[src/rtl/alu_handshake_unit_pkg.sv]
// alu_handshake_unit_pkg: shared opcodes, flag indices, FSM encoding and mode bit
package alu_handshake_unit_pkg;
    localparam logic [3:0] OP_PASSA = 4'h0;
    localparam logic [3:0] OP_PASSB = 4'h1;
    localparam logic [3:0] OP_NOTA  = 4'h2;
    localparam logic [3:0] OP_NOTB  = 4'h3;
    localparam logic [3:0] OP_ADD   = 4'h4;
    localparam logic [3:0] OP_ADC   = 4'h5;
    localparam logic [3:0] OP_SUB   = 4'h6;
    localparam logic [3:0] OP_AND   = 4'h7;
    localparam logic [3:0] OP_OR    = 4'h8;
    localparam logic [3:0] OP_XOR   = 4'h9;
    localparam logic [3:0] OP_NAND  = 4'hA;
    localparam logic [3:0] OP_LSL   = 4'hB;
    localparam logic [3:0] OP_LSR   = 4'hC;
    localparam logic [3:0] OP_ASR   = 4'hD;
    localparam logic [3:0] OP_CSL   = 4'hE;
    localparam logic [3:0] OP_CSR   = 4'hF;
    localparam int FL_Z = 3;
    localparam int FL_C = 2;
    localparam int FL_N = 1;
    localparam int FL_O = 0;
    localparam logic [1:0] ST_IDLE = 2'd0;
    localparam logic [1:0] ST_MUL  = 2'd1;
    localparam logic [1:0] ST_DONE = 2'd2;
    localparam int MODE_BIT = 4;
endpackage

[src/rtl/alu_mul_iter.sv]
// alu_mul_iter: shift-add unsigned multiplier, one step per cycle, H or WIDTH steps
module alu_mul_iter #(
    parameter int WIDTH = 16
) (
    input  logic               i_clk,
    input  logic               i_rst_n,
    input  logic               i_start,
    input  logic               i_full,
    input  logic [WIDTH-1:0]   i_a,
    input  logic [WIDTH-1:0]   i_b,
    output logic               o_done,
    output logic [2*WIDTH-1:0] o_prod
);
    localparam int H = WIDTH / 2;
    localparam int CW = $clog2(WIDTH + 1);
    logic               r_busy;
    logic [CW-1:0]      r_cnt;
    logic [2*WIDTH-1:0] r_acc;
    logic [2*WIDTH-1:0] r_mcand;
    logic [WIDTH-1:0]   r_mplier;
    logic [WIDTH-1:0]   w_mask;
    assign w_mask = i_full ? '1 : {{(WIDTH-H){1'b0}}, {H{1'b1}}};
    // The product includes the step in flight, so the final step is visible as o_done rises
    assign o_prod = r_acc + (r_mplier[0] ? r_mcand : '0);
    assign o_done = r_busy && (r_cnt == CW'(1));
    always_ff @(posedge i_clk or negedge i_rst_n) begin
        if (!i_rst_n) begin
            r_busy   <= 1'b0;
            r_cnt    <= '0;
            r_acc    <= '0;
            r_mcand  <= '0;
            r_mplier <= '0;
        end else if (i_start) begin
            r_busy   <= 1'b1;
            r_cnt    <= i_full ? CW'(WIDTH) : CW'(H);
            r_acc    <= '0;
            r_mcand  <= {{WIDTH{1'b0}}, i_a & w_mask};
            r_mplier <= i_b & w_mask;
        end else if (r_busy) begin
            r_acc    <= o_prod;
            r_mcand  <= r_mcand << 1;
            r_mplier <= r_mplier >> 1;
            r_cnt    <= r_cnt - CW'(1);
            if (r_cnt == CW'(1))
                r_busy <= 1'b0;
        end
    end
endmodule

[src/rtl/alu_handshake_unit.sv]
// alu_handshake_unit: half/full-width ALU with registered result, valid/ready handshake
// and an iterative multiplier
module alu_handshake_unit #(
    parameter int WIDTH = 16
) (
    input  logic             i_clk,
    input  logic             i_rst_n,
    input  logic             i_in_valid,
    output logic             o_in_ready,
    input  logic [WIDTH-1:0] i_a,
    input  logic [WIDTH-1:0] i_b,
    input  logic [4:0]       i_fun_sel,
    input  logic             i_mul_op,
    input  logic             i_wf,
    output logic             o_out_valid,
    input  logic             i_out_ready,
    output logic [WIDTH-1:0] o_alu_out,
    output logic [3:0]       o_flags_out
);
    import alu_handshake_unit_pkg::*;
    localparam int H = WIDTH / 2;
    logic [1:0]         r_state;
    logic [WIDTH-1:0]   r_alu_out;
    logic [3:0]         r_flags;
    logic               r_wf;
    logic               r_full;
    logic               w_accept, w_full, w_arith, w_cin, w_cout, w_new_c;
    logic               w_am_msb, w_bx_msb, w_res_msb, w_ov, w_mul_done;
    logic [3:0]         w_op, w_flags, w_mflags;
    logic [WIDTH-1:0]   w_mask, w_top, w_am, w_bm, w_bx, w_res, w_mres;
    logic [WIDTH:0]     w_sum;
    logic [2*WIDTH-1:0] w_prod;
    assign w_op        = i_fun_sel[3:0];
    assign w_full      = i_fun_sel[MODE_BIT];
    assign o_in_ready  = (r_state != ST_MUL) && (r_state != ST_DONE || i_out_ready);
    assign o_out_valid = r_state == ST_DONE;
    assign o_alu_out   = r_alu_out;
    assign o_flags_out = r_flags;
    assign w_accept    = i_in_valid && o_in_ready;
    // w_top marks the msb of the active mode; half-mode operands are masked to H bits
    assign w_mask   = w_full ? '1 : {{(WIDTH-H){1'b0}}, {H{1'b1}}};
    assign w_top    = w_full ? {1'b1, {(WIDTH-1){1'b0}}} : {{(WIDTH-H){1'b0}}, 1'b1, {(H-1){1'b0}}};
    assign w_am     = i_a & w_mask;
    assign w_bm     = i_b & w_mask;
    assign w_bx     = (w_op == OP_SUB) ? (~i_b & w_mask) : w_bm;
    assign w_cin    = (w_op == OP_SUB) || (w_op == OP_ADC && r_flags[FL_C]);
    assign w_sum    = {1'b0, w_am} + {1'b0, w_bx} + {{WIDTH{1'b0}}, w_cin};
    assign w_cout   = w_full ? w_sum[WIDTH] : w_sum[H];
    assign w_am_msb  = |(w_am & w_top);
    assign w_bx_msb  = |(w_bx & w_top);
    assign w_res_msb = |(w_res & w_top);
    assign w_arith  = (w_op == OP_ADD) || (w_op == OP_ADC) || (w_op == OP_SUB);
    assign w_ov     = w_arith ? (w_am_msb == w_bx_msb) && (w_res_msb != w_am_msb) : r_flags[FL_O];
    always_comb begin
        w_res   = '0;
        w_new_c = r_flags[FL_C];
        case (w_op)
            OP_PASSA: w_res = w_am;
            OP_PASSB: w_res = w_bm;
            OP_NOTA:  w_res = ~i_a & w_mask;
            OP_NOTB:  w_res = ~i_b & w_mask;
            OP_ADD, OP_ADC: begin
                w_res   = w_sum[WIDTH-1:0] & w_mask;
                w_new_c = w_cout;
            end
            OP_SUB: begin
                w_res   = w_sum[WIDTH-1:0] & w_mask;
                w_new_c = !w_cout;
            end
            OP_AND:   w_res = w_am & w_bm;
            OP_OR:    w_res = w_am | w_bm;
            OP_XOR:   w_res = w_am ^ w_bm;
            OP_NAND:  w_res = ~(w_am & w_bm) & w_mask;
            OP_LSL: begin
                w_res   = (w_am << 1) & w_mask;
                w_new_c = w_am_msb;
            end
            OP_LSR: begin
                w_res   = w_am >> 1;
                w_new_c = w_am[0];
            end
            OP_ASR: begin
                w_res   = (w_am >> 1) | (w_am_msb ? w_top : '0);
                w_new_c = w_am[0];
            end
            OP_CSL: begin
                w_res   = ((w_am << 1) | {{(WIDTH-1){1'b0}}, r_flags[FL_C]}) & w_mask;
                w_new_c = w_am_msb;
            end
            OP_CSR: begin
                w_res   = (w_am >> 1) | (r_flags[FL_C] ? w_top : '0);
                w_new_c = w_am[0];
            end
            default: w_res = '0;
        endcase
    end
    assign w_flags  = {w_res == '0, w_new_c, (w_op != OP_LSR) && w_res_msb, w_ov};
    assign w_mres   = w_prod[WIDTH-1:0];
    assign w_mflags = {w_mres == '0, r_full && |w_prod[2*WIDTH-1:WIDTH], w_mres[WIDTH-1], r_flags[FL_O]};
    alu_mul_iter #(.WIDTH(WIDTH)) u_mul (
        .i_clk   (i_clk),
        .i_rst_n (i_rst_n),
        .i_start (w_accept && i_mul_op),
        .i_full  (w_full),
        .i_a     (i_a),
        .i_b     (i_b),
        .o_done  (w_mul_done),
        .o_prod  (w_prod)
    );
    always_ff @(posedge i_clk or negedge i_rst_n) begin
        if (!i_rst_n) begin
            r_state   <= ST_IDLE;
            r_alu_out <= '0;
            r_flags   <= '0;
            r_wf      <= 1'b0;
            r_full    <= 1'b0;
        end else if (r_state == ST_MUL) begin
            if (w_mul_done) begin
                r_state   <= ST_DONE;
                r_alu_out <= w_mres;
                if (r_wf)
                    r_flags <= w_mflags;
            end
        end else if (w_accept) begin
            if (i_mul_op) begin
                r_state <= ST_MUL;
                r_wf    <= i_wf;
                r_full  <= w_full;
            end else begin
                r_state   <= ST_DONE;
                r_alu_out <= w_res;
                if (i_wf)
                    r_flags <= w_flags;
            end
        end else if (r_state == ST_DONE && i_out_ready) begin
            r_state <= ST_IDLE;
        end
    end
endmodule

[config.mk]
export PLATFORM = sky130hd
export DESIGN_NAME = alu_handshake_unit
export DESIGN_NICKNAME = d
export VERILOG_FILES = /design/src/rtl/alu_handshake_unit_pkg.sv /design/src/rtl/alu_mul_iter.sv /design/src/rtl/alu_handshake_unit.sv
export SDC_FILE = /design/constraint.sdc
export NUM_CORES = 1
export LEC_CHECK = 0
export CORE_ASPECT_RATIO = 0.75
export CORE_UTILIZATION = 55
export CTS_CLUSTER_DIAMETER = 120
export DETAILED_ROUTE_END_ITERATION = 6
export HOLD_SLACK_MARGIN = 0.03
export PLACE_DENSITY = 0.71
export SYNTH_ARGS = -nofsm -noshare
export SYNTH_HDL_FRONTEND = slang
export SYNTH_SLANG_ARGS = --single-unit
export TNS_END_PERCENT = 10
[constraint.sdc]
create_clock -name i_clk -period 4 [get_ports i_clk]
set_clock_uncertainty 0.1 [all_clocks]
set_input_delay 0.8 -clock i_clk [delete_from_list [all_inputs] [get_ports i_clk]]
set_output_delay 0.8 -clock i_clk [all_outputs]
set_load 0.02 [all_outputs]
==> results of run 1 <==
==> cells in the final DEF (no fill, tap or decap), types with 9 or more instances in the layout <==
cell type / count
nor3_1: 23
xnor2_1: 35
nor2_1: 146
nor2b_1: 9
inv_1: 50
a21oi_1: 77
nand3_1: 29
o221ai_1: 15
nand2_1: 118
ha_1: 80
xor2_1: 23
a21o_1: 25
nand4_1: 13
a211oi_1: 17
o21ai_1: 19
a31oi_1: 16
o21ai_0: 70
clkdlybuf4s50_1: 58
and2_1: 50
mux2i_1: 73
clkbuf_16: 9
dfrtp_1: 109
o211ai_1: 12
buf_4: 151
==> power groups by stage <==
stage	Combinational [mW]	Sequential (mW)	Clock, mW
2_1_floorplan	2.63	1.93	0
3_3_place_gp	3.76	1.93	0
3_5_place_dp	3.83	1.94	0
4_1_cts	3.86	1.92	0.990
5_1_grt	4.30	1.99	1.03
6_report	3.93	1.94	0.980
==> metal layers <==
metal	up-vias	part of all wire, %	global-route usage [%]
met4	0	1.3	7.56
met2	505	41	49.8
met3	43	10	9.40
met1	4985	48	53.8
met5	-	0	0
li1	4933	-	-
==> state kept, by name (all words and copies together) (netlist names) <==
register / count
o_alu_out: 16
r_wf: 1
r_state: 2
r_full: 1
u_mul.r_acc: 32
o_flags_out: 4
u_mul.r_mplier: 16
u_mul.r_cnt: 5
u_mul.r_mcand: 32
u_mul.r_busy: 1
==> worst max path at each step <==
stage                     depth (start not counted)         startpoint             end
after floorplan                                  17       i_fun_sel[1]    o_alu_out[6]
after global placement                           15       i_fun_sel[0]   o_alu_out[12]
after detailed placement                         19       i_fun_sel[0]  o_flags_out[3]
after CTS                                        17       i_fun_sel[3]  o_flags_out[3]
after global routing                             18       i_fun_sel[1]   o_alu_out[14]
final                                            13  u_mul.r_mplier[0]  o_flags_out[2]
==> logic make-up after synthesis <==
logic type	Yosys count	synth area share [%]
AND/OR/NAND/NOR	451	21.0
buffers and inverters	130	5.50
AO/OA/AOI/OAI	365	23.9
flip-flops	110	26.7
XOR/XNOR	60	5.16
multiplexers	77	7.51
adder cells (fa/ha/maj)	83	10.3
==> stage by stage <==
stage	instance area, um2	setup TNS, ns	power (mW)	setup slack (ns)
final	12600	0	6.84	0.0635
after detailed placement	12100	-6.64	5.76	-0.610
after global routing	12600	0	7.32	0.00107
after floorplan	10400	-0.0300	4.56	-0.0236
after global placement	12100	-5.18	5.68	-0.461
after CTS	12500	0	6.77	0.00345
==> critical path: cells and delay by family (launching register included) <==
| family | cells | cell delay, ns |
|---|---|---|
| buffers and inverters | 2 | 0.41 |
| DFF | 1 | 0.42 |
| adders and majority gates | 1 | 0.35 |
| and+or+nand+nor | 3 | 0.43 |
| AOI/OAI and AO/OA | 7 | 2.14 |
==> area by class of cell <==
type / instances / area, um2 / share of cell area, %
Sequential cell: 110 / 2760 / 22.0
Clock inverter: 7 / 97.6 / 0.777
Tap cell: 247 / 309 / 2.46
Multi-Input combinational cell: 1036 / 7140 / 56.9
Inverter: 52 / 195 / 1.55
Clock buffer: 9 / 225 / 1.79
Timing Repair Buffer: 218 / 1830 / 14.6
==> what timing repair did <==
action                     4_1_cts  5_1_grt
pin swaps                       14       17
resized for setup               21       16
buffers inserted                 5        2
setup endpoints to repair       11        9
==> flow_metrics.env, run 1 <==
export IMPL_worst_setup_path_end_kind="flip-flop"
export IMPL_cts_root_buffer="clkbuf_16"
export IMPL_die_h_um=121
export IMPL_clockPowerShare_pct=14.3
export IMPL_seqPwrFrac_pct=28.3
export IMPL_synth_area_um2=10300
export IMPL_cts_hold_buf=0
export IMPL_slew_headroom_pct=46.5
export IMPL_drive_above_1_share_pct=16.1
export IMPL_swShare_pct=45.4
export IMPL_finalCriticalPeriod_ns=3.94
export IMPL_reg2reg_slack_ns=0.06
export IMPL_max_freq_mhz=254
export IMPL_num_vias=10500
export IMPL_fill_cells=1564
export IMPL_p_comb_share_pct=57.4
export IMPL_drt_initial_drc_count=1111
export IMPL_reg2reg_from="u_mul.r_mplier[0]"
export IMPL_synthArstFlopShare_pct=100
export IMPL_syn2layout_area_growth_pct=21.5
export IMPL_synth_most_common_cell="nor2_1"
export IMPL_final_cells=1679
export IMPL_initial_utilization_pct=56.0
export IMPL_design_die_area_um2=19300
export IMPL_grt_total_usage_pct=35.5
export IMPL_num_antenna_cells=0
export IMPL_path_cells="buf_4 > and2_1 > ha_1 > a21oi_2 > a31oi_2 > o41ai_2 > a21oi_1 > o21ai_2 > nor2_1 > a311oi_1 > nor4_1 > buf_4 > o221ai_1"
export IMPL_drtPass1Iterations=6
export IMPL_max_stage_delay_ns=0.52
export IMPL_maxCapViolCount=0
export IMPL_worstSkewPairLatency_ns=0.36
export IMPL_wl_um=34000
export IMPL_die_w_um=160
export IMPL_syn_area_per_cell_um2=8.09
export IMPL_core_area_um2=18500
export IMPL_seq_area_frac_synth_pct=26.7
export IMPL_tightest_slew_ns=0.802
export IMPL_viasPerCell=6.23
export IMPL_setup_viol=0
export IMPL_rsz0062_at_grt="no"
export IMPL_io_pins=65
export IMPL_nets=1553
export IMPL_yosysWarningCount=0
export IMPL_synth_seq_cells=110
export IMPL_power_density_nw_per_um2=545
export IMPL_clk_pin_slew_worst_paths_ns=0.09
export IMPL_cts_buffers_inserted=9
export IMPL_port_buffers=64
export IMPL_min_path_type="flip-flop to flip-flop"
export IMPL_dpl_hpwl_um=26300
export IMPL_finalHoldWorstSlack_ns=0.392
export IMPL_synth_largest_area_cell="dfrtp_1"
export IMPL_gp_congestion=0.985
export IMPL_timing_worst_setup_path_type="flip-flop to flip-flop"
export IMPL_overflow=0
export IMPL_worstHoldEndpoint="o_alu_out[5]"
export IMPL_fin_util_pct=68.0
export IMPL_finalMaxSlewViolations=0
export IMPL_synth_area_leaders="dfrtp_1, ha_1, mux2i_1"
export IMPL_synth_fp_nets=1402
export IMPL_drc_errors=0
export IMPL_syn_inst=1276
export IMPL_antenna_found_initial=1
export IMPL_row_count=43
export IMPL_critPathRequiredTime_ns=4.17
export IMPL_clockBufferDepth=2
export IMPL_status="finished, final reports clean"
export IMPL_p_leak_nw=6.12
export IMPL_crit_top_cell="buf_4"
export IMPL_ant_nets=0
export IMPL_synth_commonest_cells="nor2_1, nand2_1, dfrtp_1"
export IMPL_ctsHtreeMaxLevel=3
export IMPL_grt_pass1_wl_um=53400
export IMPL_ys_types=99
export IMPL_cts_tree="done"
export IMPL_synthFlopType="dfrtp_1"
export IMPL_cp_start_kind="flip-flop"
export IMPL_hold_depth=2
export IMPL_crit_slowest_cell="a311oi_1"
export IMPL_synth_edf_count=0
export IMPL_min_from="o_alu_out[5]"
export IMPL_routedWlPerCell_um=20.2
export IMPL_vdd_drop_max_uv=528
export IMPL_p_switching_mw=3.11
export IMPL_finalHoldViolations=0
export IMPL_synth_top_area_share_pct=26.7
export IMPL_reg2reg_to="o_flags_out[2]"
export IMPL_clock_sinks=110
export IMPL_crit_arrival_ns=4.10
export IMPL_final_period_utilization_pct=98.4
export IMPL_grt_max_degree=63
export IMPL_place_inst=1656
export IMPL_critPathMaxFanout=19
export IMPL_grt_pass1_vias=9549
export IMPL_reg2regPathDepth=13
export IMPL_intPower_mw=3.74
Power figures use the tool's default switching activity.
==> inputs of run 2 (changes only) <==
Settings changed: SYNTH_HIERARCHICAL set to 1, TNS_END_PERCENT 10 to 1.
==> flow_metrics.env, run 2 <==
export IMPL_vdd_drop_max_uv=445
export IMPL_rsz0062_at_grt="yes"
export IMPL_synth_edf_count=0
export IMPL_die_h_um=124
export IMPL_io_pins=65
export IMPL_cp_start_kind="flip-flop"
export IMPL_finalHoldViolations=0
export IMPL_nets=1628
export IMPL_violations="DRC"
export IMPL_worst_setup_path_end_kind="flip-flop"
export IMPL_synth_top_area_share_pct=25.0
export IMPL_synth_largest_area_cell="dfrtp_1"
export IMPL_final_common_cell="buf_4"
export IMPL_fin_tns_setup_ns=0
export IMPL_core_area_um2=19500
export IMPL_final_cells=1760
export IMPL_drc_errors=14
export IMPL_fill_cells=1692
export IMPL_crit_top_cell="buf_4"
export IMPL_synthArstFlopShare_pct=100
export IMPL_crit_arrival_ns=4.09
export IMPL_clock_sinks=110
export IMPL_grt_total_usage_pct=38.7
export IMPL_place_area_um2=12800
export IMPL_fin_util_pct=67.9
export IMPL_drive_above_1_share_pct=16.8
export IMPL_max_stage_delay_ns=0.43
export IMPL_yosysWarningCount=6
export IMPL_maxCapViolCount=0
export IMPL_die_w_um=165
export IMPL_cts_buffers_inserted=9
export IMPL_initial_utilization_pct=56.5
export IMPL_overflow=0
export IMPL_dp_slack_ns=-0.285
export IMPL_synth_fp_nets=1477
export IMPL_power_density_nw_per_um2=517
export IMPL_grt_pass1_wl_um=60800
export IMPL_seq_area_frac_synth_pct=25.0
export IMPL_synthFlopType="dfrtp_1"
export IMPL_cp_top_family="compound AO/OA/AOI/OAI gates"
export IMPL_synth_seq_cells=110
export IMPL_ys_types=95
export IMPL_fin_ws_ns=0.0416
export IMPL_syn2layout_area_growth_pct=20.3
export IMPL_path_cells="buf_8 > and2_1 > ha_1 > and4_1 > a21o_1 > a211oi_4 > buf_4 > a21oi_1 > buf_4 > a211o_1 > xor2_1 > nor4_2 > nand4_1 > and3_1 > a311oi_1 > a31oi_1"
export IMPL_ant_nets=0
export IMPL_finalMaxSlewViolations=0
export IMPL_synth_area_leaders="dfrtp_1, ha_1, mux2i_1"
export IMPL_tightest_slew_ns=1.07
export IMPL_antenna_found_initial=0
export IMPL_num_vias=11400
export IMPL_cts_hold_buf=0
export IMPL_p_leak_nw=6.33
export IMPL_crit_slowest_cell="dfrtp_1"
export IMPL_drt_initial_drc_count=1751
export IMPL_top_regs="u_mul/r_acc x32, u_mul/r_mcand x32"
export IMPL_wl_um=39500
export IMPL_setup_viol=0
export IMPL_slew_headroom_pct=28.5
export IMPL_synth_commonest_cells="nand2_1, o21ai_0, dfrtp_1"
export IMPL_clk_pin_slew_worst_paths_ns=0.08
export IMPL_final_period_utilization_pct=99.0
export IMPL_min_path_type="input port to asynchronous set/reset pin"
export IMPL_max_freq_mhz=253
export IMPL_row_count=44
export IMPL_synth_area_um2=11000
export IMPL_syn_inst=1351
export IMPL_place_inst=1742
export IMPL_finalHoldWorstSlack_ns=0.334
export IMPL_synth_most_common_cell="nand2_1"
export IMPL_grt_pass1_vias=10400
export IMPL_timing_worst_setup_path_type="flip-flop to flip-flop"
export IMPL_power_total_mw=6.84
export IMPL_viasPerCell=6.50
export IMPL_ctsHtreeMaxLevel=3
export IMPL_cts_root_buffer="clkbuf_16"
export IMPL_gp_congestion=0.967
export IMPL_status="complete, but fails checks"
export IMPL_critPathRequiredTime_ns=4.13
export IMPL_final_area_um2=13200
export IMPL_crit_buf_inv=3
export IMPL_layout_common_cells="buf_4, nand2_1, o21ai_0, dfrtp_1, nor2_1"
export IMPL_critPathMaxFanout=23
export IMPL_cts_tree="done"
export IMPL_syn_area_per_cell_um2=8.14
export IMPL_worstSkewPairLatency_ns=0.36
export IMPL_design_die_area_um2=20600
export IMPL_port_buffers=64
export IMPL_clockBufferDepth=2
export IMPL_dpl_hpwl_um=30200
export IMPL_grt_max_degree=74
export IMPL_drtPass1Iterations=7
export IMPL_num_antenna_cells=0
export IMPL_routedWlPerCell_um=22.4
export IMPL_finalCriticalPeriod_ns=3.96
[run 2: changes by cell type after synthesis, moves of 6 or more]
cell	delta
nand2_1	+6
o21ai_0	+43
nor4_1	+12
a21oi_1	+14
a211o_1	+6
buf_2	+8
nor3_1	-7
o221ai_1	-13
buf_6	+7
and4_1	+7
nor2_1	-48
a32oi_1	+6
xor2_1	+6
o21ai_1	-9
[run 2: repair_timing]
item                       CTS  global route
buffers inserted             2             0
setup endpoints to repair    1             4
gates resized for setup      4            32
pin swaps                    2             6
gates cloned                 0             0
[run 2: per-layer routing]
layer / global-route usage [%] / share of wire (%)
met5: 0 / 0
met4: 6.31 / 1.1
met3: 12.3 / 13
met2: 49.5 / 39
met1: 62.2 / 47
[run 2: logic make-up after synthesis]
kind of cell	count (synthesis)	share of synthesized area [%]
AO/OA/AOI/OAI	423	25.7
multiplexers	80	7.37
flip-flops	110	25.0
adder cells (fa/ha/maj)	83	9.64
XOR/XNOR	61	4.86
buffers and inverters	144	6.45
AND/OR/NAND/NOR	450	20.9
[run 2: worst paths after layout]
| path | startpoint | end | slack (ns) | depth (start not counted) |
|---|---|---|---|---|
| worst max register to register | u_mul/r_mplier[0] | o_flags_out[2] | 0.04 | 16 |
| min in group i_clk | o_alu_out[7] | o_alu_out[7] | 0.39 | 2 |
| max in group asynchronous | i_rst_n | u_mul/r_mcand[5] | 2.69 | 2 |
| worst min register to register | o_alu_out[7] | o_alu_out[7] | 0.39 | 2 |
| worst min-delay path | i_rst_n | u_mul/r_acc[18] | 0.33 | 1 |
| worst max-delay path | u_mul/r_mplier[0] | o_flags_out[2] | 0.04 | 16 |
[run 2: final cells by class]
class	instances	area, um2	share of cell area, %
Tap cell	253	317	2.39
Timing Repair Buffer	234	1990	15.0
Sequential cell	110	2760	20.8
Clock buffer	9	225	1.70
Clock inverter	7	55.1	0.416
Inverter	50	188	1.42
Multi-Input combinational cell	1097	7700	58.2
[run 2: power breakdown]
part	total, mW	internal, mW	switching (mW)
Combinational	4.05	1.70	2.35
Clock	0.876	0.432	0.444
Sequential	1.91	1.57	0.343
